**config.mk**
```make
export PLATFORM = sky130hd
export DESIGN_NAME = uart_rx
export DESIGN_NICKNAME = d
export VERILOG_FILES = /design/src/rtl/uart_pkg.sv /design/src/rtl/synchronizer.sv /design/src/rtl/uart_rx.sv
export SDC_FILE = /design/constraint.sdc
export NUM_CORES = 1
export LEC_CHECK = 0
export CORE_MARGIN = 5
export CORE_UTILIZATION = 59
export DETAILED_ROUTE_END_ITERATION = 7
export PLACE_DENSITY = 0.92
export SLEW_MARGIN = 25
export SYNTH_ARGS = -nofsm -noshare
export SYNTH_HDL_FRONTEND = slang
export SYNTH_SLANG_ARGS = --single-unit
```
**constraint.sdc**
```tcl
create_clock -name clk_in -period 2.4 [get_ports clk_in]
set_clock_uncertainty 0.1 [all_clocks]
set_input_delay 0.48 -clock clk_in [delete_from_list [all_inputs] [get_ports clk_in]]
set_output_delay 0.48 -clock clk_in [all_outputs]
set_load 0.005 [all_outputs]
```
**src/rtl/uart_pkg.sv**
```systemverilog
// Shared UART definitions: frame geometry and receiver state encoding.
package uart_pkg;

  localparam int unsigned DEFAULT_CLKS_PER_BIT = 33;
  localparam int unsigned UART_DATA_BITS       = 8;

  typedef enum logic [2:0] {
    RX_IDLE,
    RX_START,
    RX_DATA,
    RX_STOP,
    RX_WAIT_HIGH
  } rx_state_t;

endpackage

```
**src/rtl/synchronizer.sv**
```systemverilog
// Two-flop synchronizer for asynchronous inputs, with a selectable reset value.
module synchronizer #(
  parameter int unsigned          WIDTH     = 1,
  parameter logic [WIDTH-1:0]     RESET_VAL = '1
) (
  input  logic             clk_i,
  input  logic             rst_ni,
  input  logic [WIDTH-1:0] d_i,
  output logic [WIDTH-1:0] q_o
);

  logic [WIDTH-1:0] meta_q;
  logic [WIDTH-1:0] sync_q;

  always_ff @(posedge clk_i) begin
    if (!rst_ni) begin
      meta_q <= RESET_VAL;
      sync_q <= RESET_VAL;
    end else begin
      meta_q <= d_i;
      sync_q <= meta_q;
    end
  end

  assign q_o = sync_q;

endmodule

```
**src/rtl/uart_rx.sv**
```systemverilog
// 8N1 UART receiver: mid-bit sampling FSM that emits each byte as a one-cycle valid pulse.
module uart_rx
  import uart_pkg::*;
#(
  parameter int unsigned CLKS_PER_BIT = DEFAULT_CLKS_PER_BIT
) (
  input  logic                      clk_in,
  input  logic                      rst_in,
  input  logic                      uart_rxd_in,
  output logic [UART_DATA_BITS-1:0] byte_out,
  output logic                      valid_out,
  output logic                      framing_err_out
);

  localparam int unsigned HALF  = CLKS_PER_BIT / 2;
  localparam int unsigned CNT_W = $clog2(CLKS_PER_BIT);
  localparam int unsigned BIT_W = $clog2(UART_DATA_BITS);

  localparam logic [CNT_W-1:0] CNT_HALF = CNT_W'(HALF - 1);
  localparam logic [CNT_W-1:0] CNT_FULL = CNT_W'(CLKS_PER_BIT - 1);
  localparam logic [BIT_W-1:0] BIT_LAST = BIT_W'(UART_DATA_BITS - 1);

  logic                      rxd_sync;
  rx_state_t                 state_q;
  logic [CNT_W-1:0]          cnt_q;
  logic [BIT_W-1:0]          bit_q;
  logic [UART_DATA_BITS-1:0] shift_q;
  logic [UART_DATA_BITS-1:0] byte_q;
  logic                      valid_q;
  logic                      ferr_q;

  synchronizer #(
    .WIDTH    (1),
    .RESET_VAL(1'b1)
  ) u_rxd_sync (
    .clk_i (clk_in),
    .rst_ni(rst_in),
    .d_i   (uart_rxd_in),
    .q_o   (rxd_sync)
  );

  always_ff @(posedge clk_in) begin
    if (!rst_in) begin
      state_q <= RX_IDLE;
      cnt_q   <= '0;
      bit_q   <= '0;
      shift_q <= '0;
      byte_q  <= '0;
      valid_q <= 1'b0;
      ferr_q  <= 1'b0;
    end else begin
      valid_q <= 1'b0;
      ferr_q  <= 1'b0;
      case (state_q)
        RX_IDLE: begin
          cnt_q <= '0;
          if (!rxd_sync) state_q <= RX_START;
        end
        // A line that is high again at mid start bit was only a glitch.
        RX_START: begin
          if (cnt_q == CNT_HALF) begin
            cnt_q   <= '0;
            bit_q   <= '0;
            state_q <= rxd_sync ? RX_IDLE : RX_DATA;
          end else begin
            cnt_q <= cnt_q + CNT_W'(1);
          end
        end
        RX_DATA: begin
          if (cnt_q == CNT_FULL) begin
            cnt_q   <= '0;
            shift_q <= {rxd_sync, shift_q[UART_DATA_BITS-1:1]};
            if (bit_q == BIT_LAST) state_q <= RX_STOP;
            else                   bit_q   <= bit_q + BIT_W'(1);
          end else begin
            cnt_q <= cnt_q + CNT_W'(1);
          end
        end
        // Leaving at mid stop bit lets a back-to-back start edge be caught.
        RX_STOP: begin
          if (cnt_q == CNT_FULL) begin
            cnt_q <= '0;
            if (rxd_sync) begin
              byte_q  <= shift_q;
              valid_q <= 1'b1;
              state_q <= RX_IDLE;
            end else begin
              ferr_q  <= 1'b1;
              state_q <= RX_WAIT_HIGH;
            end
          end else begin
            cnt_q <= cnt_q + CNT_W'(1);
          end
        end
        // A held-low (break) line must not decode as a stream of zero bytes.
        RX_WAIT_HIGH: begin
          if (rxd_sync) state_q <= RX_IDLE;
        end
        default: state_q <= RX_IDLE;
      endcase
    end
  end

  assign byte_out        = byte_q;
  assign valid_out       = valid_q;
  assign framing_err_out = ferr_q;

endmodule
```
==> summary.md <==
| Metric | Value |
|---|---|
| #FFs+latches synth | `32` |
| Setup TNS | `0 ns` |
| Number of flops mapped to enable cells by yosys | `0` |
| Hold crit path type | `flip-flop to flip-flop` |
| # DRC | `0` |
| Slew headroom | `a little under three fifths` |
| Yosys Warn Count | `0` |
| CP Launch Type | `flip-flop` |
| Post-synth cell types | `40` |
| Site Rows | `17` |
| Area delta synth->final | `13.6%` |
| Avg Synthesized Cell Area | `9.83 sq um` |
| Port Buffers | `12` |
| Finish-stage setup viols | `0` |
| Outcome | `complete, no violations` |
| Placement Setup Slack | `0.430 ns` |
| WL final | `2790 um` |
| N_diodes | `0` |
| Hold-fix buffers, CTS | `0` |
| Worst setup margin | `0.611 ns` |
| CP Capture Type | `output pin` |
| Synthesized net count | `152` |
| Worst Max-Slew Pin Slew | `0.646 ns` |
| Crit path max fanout | `2` |
| Wire per inst | `14.9 um` |
| F_max | `559 MHz` |
| CTS sink cnt | `32` |
| Ports | `13` |
| Post-CTS Setup Repair Bufs | `0` |
| # H-tree levels | `2` |
| Crit path cell chain | `clkdlybuf4s50_1` |
| Buffers and inverters on the worst path | `1` |
| DRC violation total after the first TritonRoute iteration | `18` |
| Root Buffer Master | `clkbuf_4` |
| Share of cells above drive strength 1 | `roughly an eighth` |
| Ys flop type | `dfxtp_1` |
| Worst endpoint required time | `1.82 ns` |
| Unrepaired setup endpoints after global routing | `false` |
| Max-cap violations | `0` |
| Critical Path Max Stage Delay | `about 0.51 ns` |
| Sequential power share | `62.1%` |
| CTS buffer count | `5` |
| Power Density | `533 nW/um^2` |
| Syn Inst Count | `roughly 150` |
| Clock Tree Buf Depth | `2` |
| Crit Path Category | `flip-flop to output pin` |
| Gr usage total | `18.5%` |
| Seq/Total Area, Yosys | `45.0%` |
| DR vias/cell | `5.72` |
| Fraction of registers with async set/reset | `0%` |
| Initial antenna violation count | `0` |
| First-pass GRT wire length | `4780 um` |
| Pins Over Slew Limit | `0` |
| Combinational Power Share | `2.8%` |
| Worst-path clk slew | `approximately 0.10 ns` |
| Core area | `2250 sq um` |
| Leak Pwr | `0.722 nW` |
| Reg-to-reg slack, setup | `0.64 ns` |
| P_int | `approximately 0.00065 W` |
| GR Overflow Total | `0` |
| Vias in the first global route | `1061` |
| Initial Util | `63.2%` |
| Psw | `0.000208 W` |
| Slowest-stage cell, CP | `clkdlybuf4s50_1` |
| Hold_ws | `0.326 ns` |
| Clock share of power | `35.2%` |
| Hold Violations, Final | `0` |
| CTS tree | `yes` |
| Die height | `59.1 um` |
| Die W | `59.1 um` |
| HPWL Detailed | `between 2000 and 2500 um` |
| Clock Latency Late Sink | `0.34 ns` |
| GPL Wtd Cong | `0.868` |
| Quantity of gates resized following cts | `0` |
| Fillers | `186` |
| Net Sw Frac | `between 20% and 30%` |
| Drt pass-1 iters | `4` |
| Synthesized area | `1430 sq um` |
| Period utilization | `between 70 and 80%` |
| CP delay by family, top | `buffers and inverters` |
| Antenna Violating Nets Remaining | `0` |
| Peak VDD IR | `between 0.5 and 0.6 mV` |
| Area of the die | `3500 sq um` |
| Total number of vias | `1069` |
| Pin count of the biggest net entering global routing | `26` |
| Nets | `between 150 and 200` |
| Period minus WS final | `1.79 ns` |
| Critical path arrival | `1.21 ns` |
-- cell usage after synthesis (2+ instances only) --
cell type	count	share of area [%]
buf_1	2	0.53
inv_1	4	1.1
nand2_2	2	0.88
mux2i_1	19	13
dfxtp_1	32	45
clkbuf_1	4	1.1
nor2_1	8	2.1
nor2b_1	3	1.3
xnor2_1	2	1.2
ha_1	4	3.5
nand3_1	3	1.1
o211a_1	3	2.1
nor3_1	2	0.70
nand2_1	25	6.6
buf_2	2	0.70
nand2b_1	4	1.8
nand4_1	3	1.3
-- sequential cells by signal (all words and copies together), names as in the netlist --
register	flops
bit_q	3
byte_out	8
cnt_q	6
framing_err_out	1
shift_q	8
state_q	3
u_rxd_sync.meta_q	1
u_rxd_sync.q_o	1
valid_out	1
-- cells by family (layout without fill, tap and decap cells) --
| kind of cell | after synthesis | after routing | synth area share [%] |
|---|---|---|---|
| compound gates | 13 | 13 | 9.48 |
| flops | 32 | 32 | 45.0 |
| mux | 19 | 19 | 13.3 |
| fa+ha+maj | 4 | 4 | 3.51 |
| xor+xnor | 3 | 3 | 1.84 |
| simple gates | 62 | 62 | 23.5 |
| buf+inv | 12 | 26 | 3.34 |
-- cell usage in the layout, fill, tap and decap left out, types with 2 or more instances in the layout --
| cell type | netlist | layout |
|---|---|---|
| nand2b_1 | 4 | 4 |
| nand3_1 | 3 | 3 |
| clkbuf_4 | 0 | 5 |
| mux2i_1 | 19 | 19 |
| inv_1 | 4 | 4 |
| nor2b_1 | 3 | 3 |
| clkinv_2 | 0 | 2 |
| nand4_1 | 3 | 3 |
| o211a_1 | 3 | 3 |
| buf_4 | 0 | 2 |
| nor3_1 | 2 | 2 |
| clkdlybuf4s50_1 | 0 | 12 |
| nor2_1 | 8 | 8 |
| ha_1 | 4 | 4 |
| dfxtp_1 | 32 | 32 |
| xnor2_1 | 2 | 2 |
| nand2_1 | 25 | 25 |
| nand2_2 | 2 | 2 |
-- cell type report --
| type | instances | area, sq um | area share (%) |
|---|---|---|---|
| Multi-Input combinational cell | 101 | 737 | 45.5 |
| Sequential cell | 32 | 641 | 39.6 |
| Timing Repair Buffer | 14 | 135 | 8.35 |
| Clock buffer | 5 | 37.5 | 2.32 |
| Tap cell | 28 | 35.0 | 2.16 |
| Clock inverter | 3 | 18.8 | 1.16 |
| Inverter | 4 | 15.0 | 0.927 |
-- metrics by stage --
step | std cells | area, sq um | utilization [%] | power, W
global route | 187 | 1620 | 71.8 | 0.000903
detailed placement | 179 | 1560 | 69.3 | 0.000572
floorplan | 145 | 1430 | - | 0.000563
finish | 187 | 1620 | 71.8 | 0.000863
global placement | 179 | 1560 | 69.3 | 0.000571
CTS | 187 | 1620 | 71.8 | 0.000872
-- power groups by stage --
stage          Combinational [W]  Clock (W)  Sequential [W]
2_1_floorplan          0.0000170          0        0.000546
3_3_place_gp           0.0000229          0        0.000548
3_5_place_dp           0.0000239          0        0.000548
4_1_cts                0.0000239   0.000312        0.000536
5_1_grt                0.0000267   0.000340        0.000537
6_report               0.0000239   0.000304        0.000536
-- worst paths after layout --
| kind | end | start | depth (start not counted) |
|---|---|---|---|
| max | byte_out[6] | byte_out[6] | 1 |
| min | u_rxd_sync.q_o | u_rxd_sync.meta_q | 1 |
| max reg2reg | bit_q[0] | cnt_q[2] | 4 |
| min reg2reg | u_rxd_sync.q_o | u_rxd_sync.meta_q | 1 |
-- routing by layer --
metal,GRT usage (%),wire length [um],share of wire (%)
met4,6.80,58,2.1
met1,20.7,1200,43
met5,0,0,0
met3,6.54,124,4.4
met2,32.0,1410,50
Power figures use the tool's default switching activity.
